File: src/rtl/uart_pkg.sv
// Shared constants for the UART transmit path: byte width, default buffer
// depth and the pacing FSM state encoding.
package uart_pkg;

    localparam int BYTE_W        = 8;
    localparam int DEFAULT_DEPTH = 16;

    typedef enum logic [1:0] {
        ST_IDLE  = 2'd0,
        ST_ISSUE = 2'd1,
        ST_GUARD = 2'd2,
        ST_WAIT  = 2'd3
    } tx_state_e;

endpackage

File: src/rtl/sync_fifo_8.sv
// Byte-wide synchronous FIFO with a separately tracked occupancy count and a
// single-cycle flush that drops every queued byte.
module sync_fifo_8
    import uart_pkg::*;
#(
    parameter  int DEPTH = DEFAULT_DEPTH,
    localparam int AW    = $clog2(DEPTH)
) (
    input  logic              clk,
    input  logic              rst,
    input  logic              push,
    input  logic [BYTE_W-1:0] push_data,
    input  logic              pop,
    input  logic              flush,
    output logic [BYTE_W-1:0] head_data,
    output logic [AW:0]       level,
    output logic              full,
    output logic              empty
);

    localparam logic [AW:0] DEPTH_L = (AW + 1)'(DEPTH);

    logic [BYTE_W-1:0] mem_r [DEPTH];
    logic [AW-1:0]     wr_ptr_r;
    logic [AW-1:0]     rd_ptr_r;
    logic [AW:0]       level_r;
    logic              full_s;
    logic              empty_s;
    logic              push_s;
    logic              pop_s;

    assign full_s  = (level_r == DEPTH_L);
    assign empty_s = (level_r == '0);
    // Flush blocks both directions so the pointer snap below stays coherent.
    assign push_s  = push & ~full_s & ~flush;
    assign pop_s   = pop & ~empty_s & ~flush;

    // Storage write port; contents need no reset since level gates every read.
    always_ff @(posedge clk) begin
        if (push_s) begin
            mem_r[wr_ptr_r] <= push_data;
        end
    end

    // Pointer and occupancy bookkeeping.
    always_ff @(posedge clk) begin
        if (rst) begin
            wr_ptr_r <= '0;
            rd_ptr_r <= '0;
            level_r  <= '0;
        end else if (flush) begin
            rd_ptr_r <= wr_ptr_r;
            level_r  <= '0;
        end else begin
            if (push_s) begin
                wr_ptr_r <= wr_ptr_r + AW'(1);
            end
            if (pop_s) begin
                rd_ptr_r <= rd_ptr_r + AW'(1);
            end
            case ({push_s, pop_s})
                2'b10:   level_r <= level_r + (AW + 1)'(1);
                2'b01:   level_r <= level_r - (AW + 1)'(1);
                default: level_r <= level_r;
            endcase
        end
    end

    assign head_data = mem_r[rd_ptr_r];
    assign level     = level_r;
    assign full      = full_s;
    assign empty     = empty_s;

endmodule

File: src/rtl/uart_tx_fifo.sv
// Transmit buffer ahead of uart_top: queues producer bytes and feeds them to
// the transmitter as single-cycle wr_en strobes paced by tx_busy.
module uart_tx_fifo
    import uart_pkg::*;
#(
    parameter  int DEPTH = DEFAULT_DEPTH,
    localparam int AW    = $clog2(DEPTH)
) (
    input  logic              clk,
    input  logic              rst,
    input  logic              in_valid,
    input  logic [BYTE_W-1:0] in_data,
    output logic              in_ready,
    input  logic              flush,
    output logic [AW:0]       level,
    output logic              wr_en,
    output logic [BYTE_W-1:0] wr_data,
    input  logic              tx_busy
);

    tx_state_e         state_r;
    tx_state_e         state_nxt_s;
    logic              wr_en_r;
    logic              wr_en_nxt_s;
    logic [BYTE_W-1:0] wr_data_r;
    logic              pop_s;
    logic              push_s;
    logic              full_s;
    logic              empty_s;
    logic [BYTE_W-1:0] head_s;
    logic [AW:0]       level_s;

    assign in_ready = ~full_s & ~flush;
    assign push_s   = in_valid & in_ready;

    sync_fifo_8 #(
        .DEPTH (DEPTH)
    ) u_fifo (
        .clk       (clk),
        .rst       (rst),
        .push      (push_s),
        .push_data (in_data),
        .pop       (pop_s),
        .flush     (flush),
        .head_data (head_s),
        .level     (level_s),
        .full      (full_s),
        .empty     (empty_s)
    );

    // Pacing decisions; GUARD masks tx_busy while uart_top is still raising it.
    always_comb begin
        state_nxt_s = state_r;
        wr_en_nxt_s = 1'b0;
        pop_s       = 1'b0;
        case (state_r)
            ST_IDLE: begin
                if (!empty_s && !tx_busy && !flush) begin
                    pop_s       = 1'b1;
                    wr_en_nxt_s = 1'b1;
                    state_nxt_s = ST_ISSUE;
                end else begin
                    state_nxt_s = ST_IDLE;
                end
            end
            ST_ISSUE: state_nxt_s = ST_GUARD;
            ST_GUARD: state_nxt_s = ST_WAIT;
            ST_WAIT: begin
                if (tx_busy) begin
                    state_nxt_s = ST_WAIT;
                end else begin
                    state_nxt_s = ST_IDLE;
                end
            end
            default: state_nxt_s = ST_IDLE;
        endcase
    end

    // State register plus the registered write strobe and byte to uart_top.
    always_ff @(posedge clk) begin
        if (rst) begin
            state_r   <= ST_IDLE;
            wr_en_r   <= 1'b0;
            wr_data_r <= '0;
        end else begin
            state_r <= state_nxt_s;
            wr_en_r <= wr_en_nxt_s;
            if (pop_s) begin
                wr_data_r <= head_s;
            end else begin
                wr_data_r <= wr_data_r;
            end
        end
    end

    assign level   = level_s;
    assign wr_en   = wr_en_r;
    assign wr_data = wr_data_r;

endmodule

File: config.mk
export PLATFORM = sky130hd
export DESIGN_NAME = uart_tx_fifo
export DESIGN_NICKNAME = d
export VERILOG_FILES = /design/src/rtl/uart_pkg.sv /design/src/rtl/sync_fifo_8.sv /design/src/rtl/uart_tx_fifo.sv
export SDC_FILE = /design/constraint.sdc
export NUM_CORES = 1
export LEC_CHECK = 0
export CAP_MARGIN = 15
export CORE_ASPECT_RATIO = 1.75
export CORE_MARGIN = 2
export CORE_UTILIZATION = 31
export CTS_BUF_LIST = sky130_fd_sc_hd__clkbuf_8
export CTS_CLUSTER_DIAMETER = 80
export CTS_CLUSTER_SIZE = 40
export DETAILED_ROUTE_END_ITERATION = 10
export GPL_ROUTABILITY_DRIVEN = 0
export PLACE_DENSITY_LB_ADDON = 0.1
export SETUP_SLACK_MARGIN = 0.4
export SLEW_MARGIN = 20
export SYNTH_ARGS = -nofsm -noshare
export SYNTH_HDL_FRONTEND = slang
export SYNTH_SLANG_ARGS = --single-unit
File: constraint.sdc
create_clock -name clk -period 4.7 [get_ports clk]
set_clock_uncertainty 0.15 [all_clocks]
set_input_delay 0.94 -clock clk [delete_from_list [all_inputs] [get_ports clk]]
set_output_delay 0.94 -clock clk [all_outputs]
set_load 0.05 [all_outputs]
==> run summary <==
The die is 110 µm wide. The via count of the first global-routing pass came out at around 3.4k. The largest buffer count on any clock path came out at 2. The final layout contains 460 nets. The final HPWL from detailed placement came out at 9700 µm.

The global route total overflow came out at 0. The detailed-route wire length per cell came out at 20.8 µm. Synthesis produced 405 cells.

The global-route wire length before repair came out at 21,000 µm. Global routing used 14.5% of the available tracks. The net switching power figure came out at 0.000577 W. The number of antenna violations at the first check in global routing came out at 0. Summed over all layers, the routed wires come to approximately 14,000 µm. The CTS buffer count is 17. The worst setup path is of the input pin to flop kind. STA classifies the critical path endpoint as a flop.

During placement, the flow inserted port buffers numbering 27. The dominant synthesized flop cell is sky130_fd_sc_hd__edfxtp_1. The count of clock tree sinks is about 150. For this run, asynchronously set or reset flops after synthesis account for 0%. Walking the worst path, the cells encountered are clkdlybuf4s50_1 -> a211oi_2 -> inv_1 -> ha_1 -> ha_1 -> nor2b_1 -> o21ai_0 -> nor4b_1 -> o21ai_0 -> a21oi_1.

The number of setup buffers added after CTS is 0. Yosys attributes the largest share of cell area to sky130_fd_sc_hd__edfxtp_1, sky130_fd_sc_hd__mux2i_1, sky130_fd_sc_hd__dfxtp_1. The number of cells on the worst reg-to-reg path came out at 11. The critical path runs through a total of 10 cells. The top cell family by delay on the critical path is compound AO/OA/AOI/OAI gates. The run finished with clean final reports. Setup violations remaining at the end of the flow were counted as 0.

The final instance area came out at roughly 7000 µm². The power density normalized to cell area came out at 365 nW/µm². In this run the core area contains 67 standard-cell rows.

The leakage power of the design came out at 2.16 nW. The final max-slew violation count was 0. The number of diodes came out at 0. The maximum level of the CTS H-tree is 4.

Sequential elements use 70.9% of the synthesized area. The arrival time of the worst setup path came out at 3.90 ns. Counting flops and latches in the post-synthesis netlist gives 152. The buffers plus inverters on the worst setup path came out at 2. The area growth from synthesis to layout is 14.9%. The post-route netlist has a little under a tenth of its cells at a drive strength greater than 1.

The top cell type's share of synthesized area came out at a little over three fifths. The die outline height is 190 µm. The tree is rooted in a sky130_fd_sc_hd__clkbuf_8. Hold repair after CTS inserted 0 buffers. The post-route clock period utilization is roughly four fifths. Summing all placed instances gives a cell area of 6630 µm². The post-route DRC violation count came out at 0.

On the worst path, the slowest cell contributes a delay of about 0.59 ns. The effective utilization at floorplan came out at 31.8%. Sequential cells account for 58.1% of the total power. The full die area is 20,900 µm².

The final hold violation count was 0. The summed instance area of the synthesized netlist came out at 6100 µm². The tightest min-delay check is of the flop to flop type.

The count of cells resized by post-cts repair came out at 0. The clock latency on the worst-skew pair is 0.45 ns. Yosys mapped a number of flops with a built-in enable equal to 128. The worst voltage drop across the vdd grid came out at 0.150 mV.

For this design, the slowest cell found on the critical path is sky130_fd_sc_hd__clkdlybuf4s50_1. The number of max-capacitance violations reported is 0. In this run the worst path has a maximum fanout of 12. The via density per instance is 4.88. In this run the standard cell core region covers 19,200 µm². The number of cells traversed by the worst hold path is 2. The synthesized area per cell came out at 15.1 µm².

sky130_fd_sc_hd__edfxtp_1 takes more of the synthesized area than any other cell. The final total negative setup slack is 0 ns. TritonCTS built the clock tree. After clock tree synthesis, the clock-pin slew on the worst setup and hold paths is 0.08 ns. The internal power contribution is 0.00198 W.

The number of ports placed on the die boundary is 28. Entering global routing, the biggest net connects 50 pins. The launching element type of the critical path is an input pin. The power share of the combinational group is 5.2%. The worst relative slew slack came out at 39.4%. The first detailed-routing pass took 4 iterations. The shortest period the worst path allows came out at 3.67 ns.

Based on the critical path, the design can be clocked at up to 272 MHz. Once detail routing completed, the nets flagged for antenna violations numbered 0. The clock share of power is a little under two fifths. The switching part of the total power is 22.6%. The total via count after detailed routing is approximately 3.4k. The total nets after synthesis came out at 428. Setup repair after global routing left no endpoint under its margin.

After synthesis, the netlist uses 35 different library cells. Data on the critical path is required at its endpoint by ~4.9 ns. At the pin with the least slew margin, the transition time is 0.906 ns. The first routing iteration left 139 violations.

For this run, the number of Yosys warnings is 0.
-- cell type report --
class	instances	area, µm²
repair buffers	34	323
clock inverters	15	141
clock buffers	17	234
well taps	241	302
fillers	1812	12200
multi-input cells	222	1640
inverters	10	37.5
flip-flops and latches	152	4330
-- cells by family after synthesis --
| group | Yosys count | share of synthesized area, % |
|---|---|---|
| mux | 64 | 10.5 |
| compound gates | 61 | 6.69 |
| fa+ha+maj | 10 | 2.17 |
| buf+inv | 31 | 2.19 |
| xor+xnor | 6 | 0.861 |
| flops | 152 | 70.9 |
| simple gates | 81 | 6.71 |
-- synthesized netlist by cell type (2+ instances only) --
cell type	count
sky130_fd_sc_hd__edfxtp_1	128
sky130_fd_sc_hd__mux2i_1	64
sky130_fd_sc_hd__nor2_1	36
sky130_fd_sc_hd__o22ai_1	32
sky130_fd_sc_hd__dfxtp_1	24
sky130_fd_sc_hd__a211oi_1	13
sky130_fd_sc_hd__clkbuf_1	11
sky130_fd_sc_hd__inv_1	10
sky130_fd_sc_hd__a21oi_1	9
sky130_fd_sc_hd__ha_1	9
sky130_fd_sc_hd__buf_2	8
sky130_fd_sc_hd__nand2_1	8
sky130_fd_sc_hd__nor4_1	8
sky130_fd_sc_hd__nor3_1	6
sky130_fd_sc_hd__nor2b_1	5
sky130_fd_sc_hd__nand2b_1	4
sky130_fd_sc_hd__nand3b_1	4
sky130_fd_sc_hd__xor2_1	4
sky130_fd_sc_hd__buf_4	2
sky130_fd_sc_hd__nand4_1	2
sky130_fd_sc_hd__o21ai_0	2
sky130_fd_sc_hd__or3_1	2
sky130_fd_sc_hd__xnor2_1	2
-- layer usage --
| metal | share of wire, % | GRT usage [%] |
|---|---|---|
| met5 | 0 | 0 |
| met4 | 2.7 | 6.52 |
| met3 | 2.7 | 2.88 |
| met2 | 55 | 26.3 |
| met1 | 39 | 15.9 |
-- sequential cells by signal, indices dropped and copies added, names as in the netlist --
| name | count |
|---|---|
| state_r | 2 |
| u_fifo.level | 5 |
| u_fifo.mem_r | 128 |
| u_fifo.rd_ptr_r | 4 |
| u_fifo.wr_ptr_r | 4 |
| wr_data | 8 |
| wr_en | 1 |
-- power groups by stage --
stage	Combinational (W)	Clock (W)	Sequential (W)
global placement	0.000134	0	0.00152
floorplan	0.0000793	0	0.00151
global route	0.000145	0.00102	0.00149
CTS	0.000136	0.000974	0.00149
finish	0.000132	0.000940	0.00149
detailed placement	0.000136	0	0.00152
-- tightest hold or removal path, stage by stage (launching register included) --
cell and delay [ns]:
sky130_fd_sc_hd__dfxtp_1 0.31, sky130_fd_sc_hd__nor2_1 0.09, sky130_fd_sc_hd__a211oi_1 0.05
-- placed cells by master, fill, tap and decap left out, types with 5 or more instances in the layout --
cell / count
sky130_fd_sc_hd__nor4_1: 8
sky130_fd_sc_hd__nor2_1: 36
sky130_fd_sc_hd__inv_1: 14
sky130_fd_sc_hd__nor2b_1: 5
sky130_fd_sc_hd__dfxtp_1: 23
sky130_fd_sc_hd__a211oi_1: 13
sky130_fd_sc_hd__nor3_1: 6
sky130_fd_sc_hd__clkdlybuf4s50_1: 27
sky130_fd_sc_hd__mux2i_1: 64
sky130_fd_sc_hd__o22ai_1: 32
sky130_fd_sc_hd__edfxtp_1: 128
sky130_fd_sc_hd__nand2_1: 8
sky130_fd_sc_hd__buf_4: 7
sky130_fd_sc_hd__clkbuf_8: 17
sky130_fd_sc_hd__a21oi_1: 9
sky130_fd_sc_hd__ha_1: 9
-- metrics by stage --
stage	std cells	worst slack [ns]	utilization, %	total power (W)	hold slack (ns)
detailed placement	659	0.626	34.6	0.00165	0.342
finish	691	1.03	36.5	0.00256	0.349
floorplan	405	1.20	-	0.00159	0.323
global placement	659	0.738	34.6	0.00165	0.344
CTS	691	1.05	36.5	0.00260	0.353
global route	691	0.821	36.5	0.00265	0.369
-- path summary, 6_finish.rpt --
| path | slack [ns] | start | endpoint |
|---|---|---|---|
| min reg2reg | 0.35 | wr_data[4] | wr_data[4] |
| max reg2reg | 1.45 | u_fifo.level[0] | u_fifo.level[4] |
| min | 0.35 | wr_data[4] | wr_data[4] |
| max | 1.03 | flush | u_fifo.level[4] |
Power figures use the tool's default switching activity.
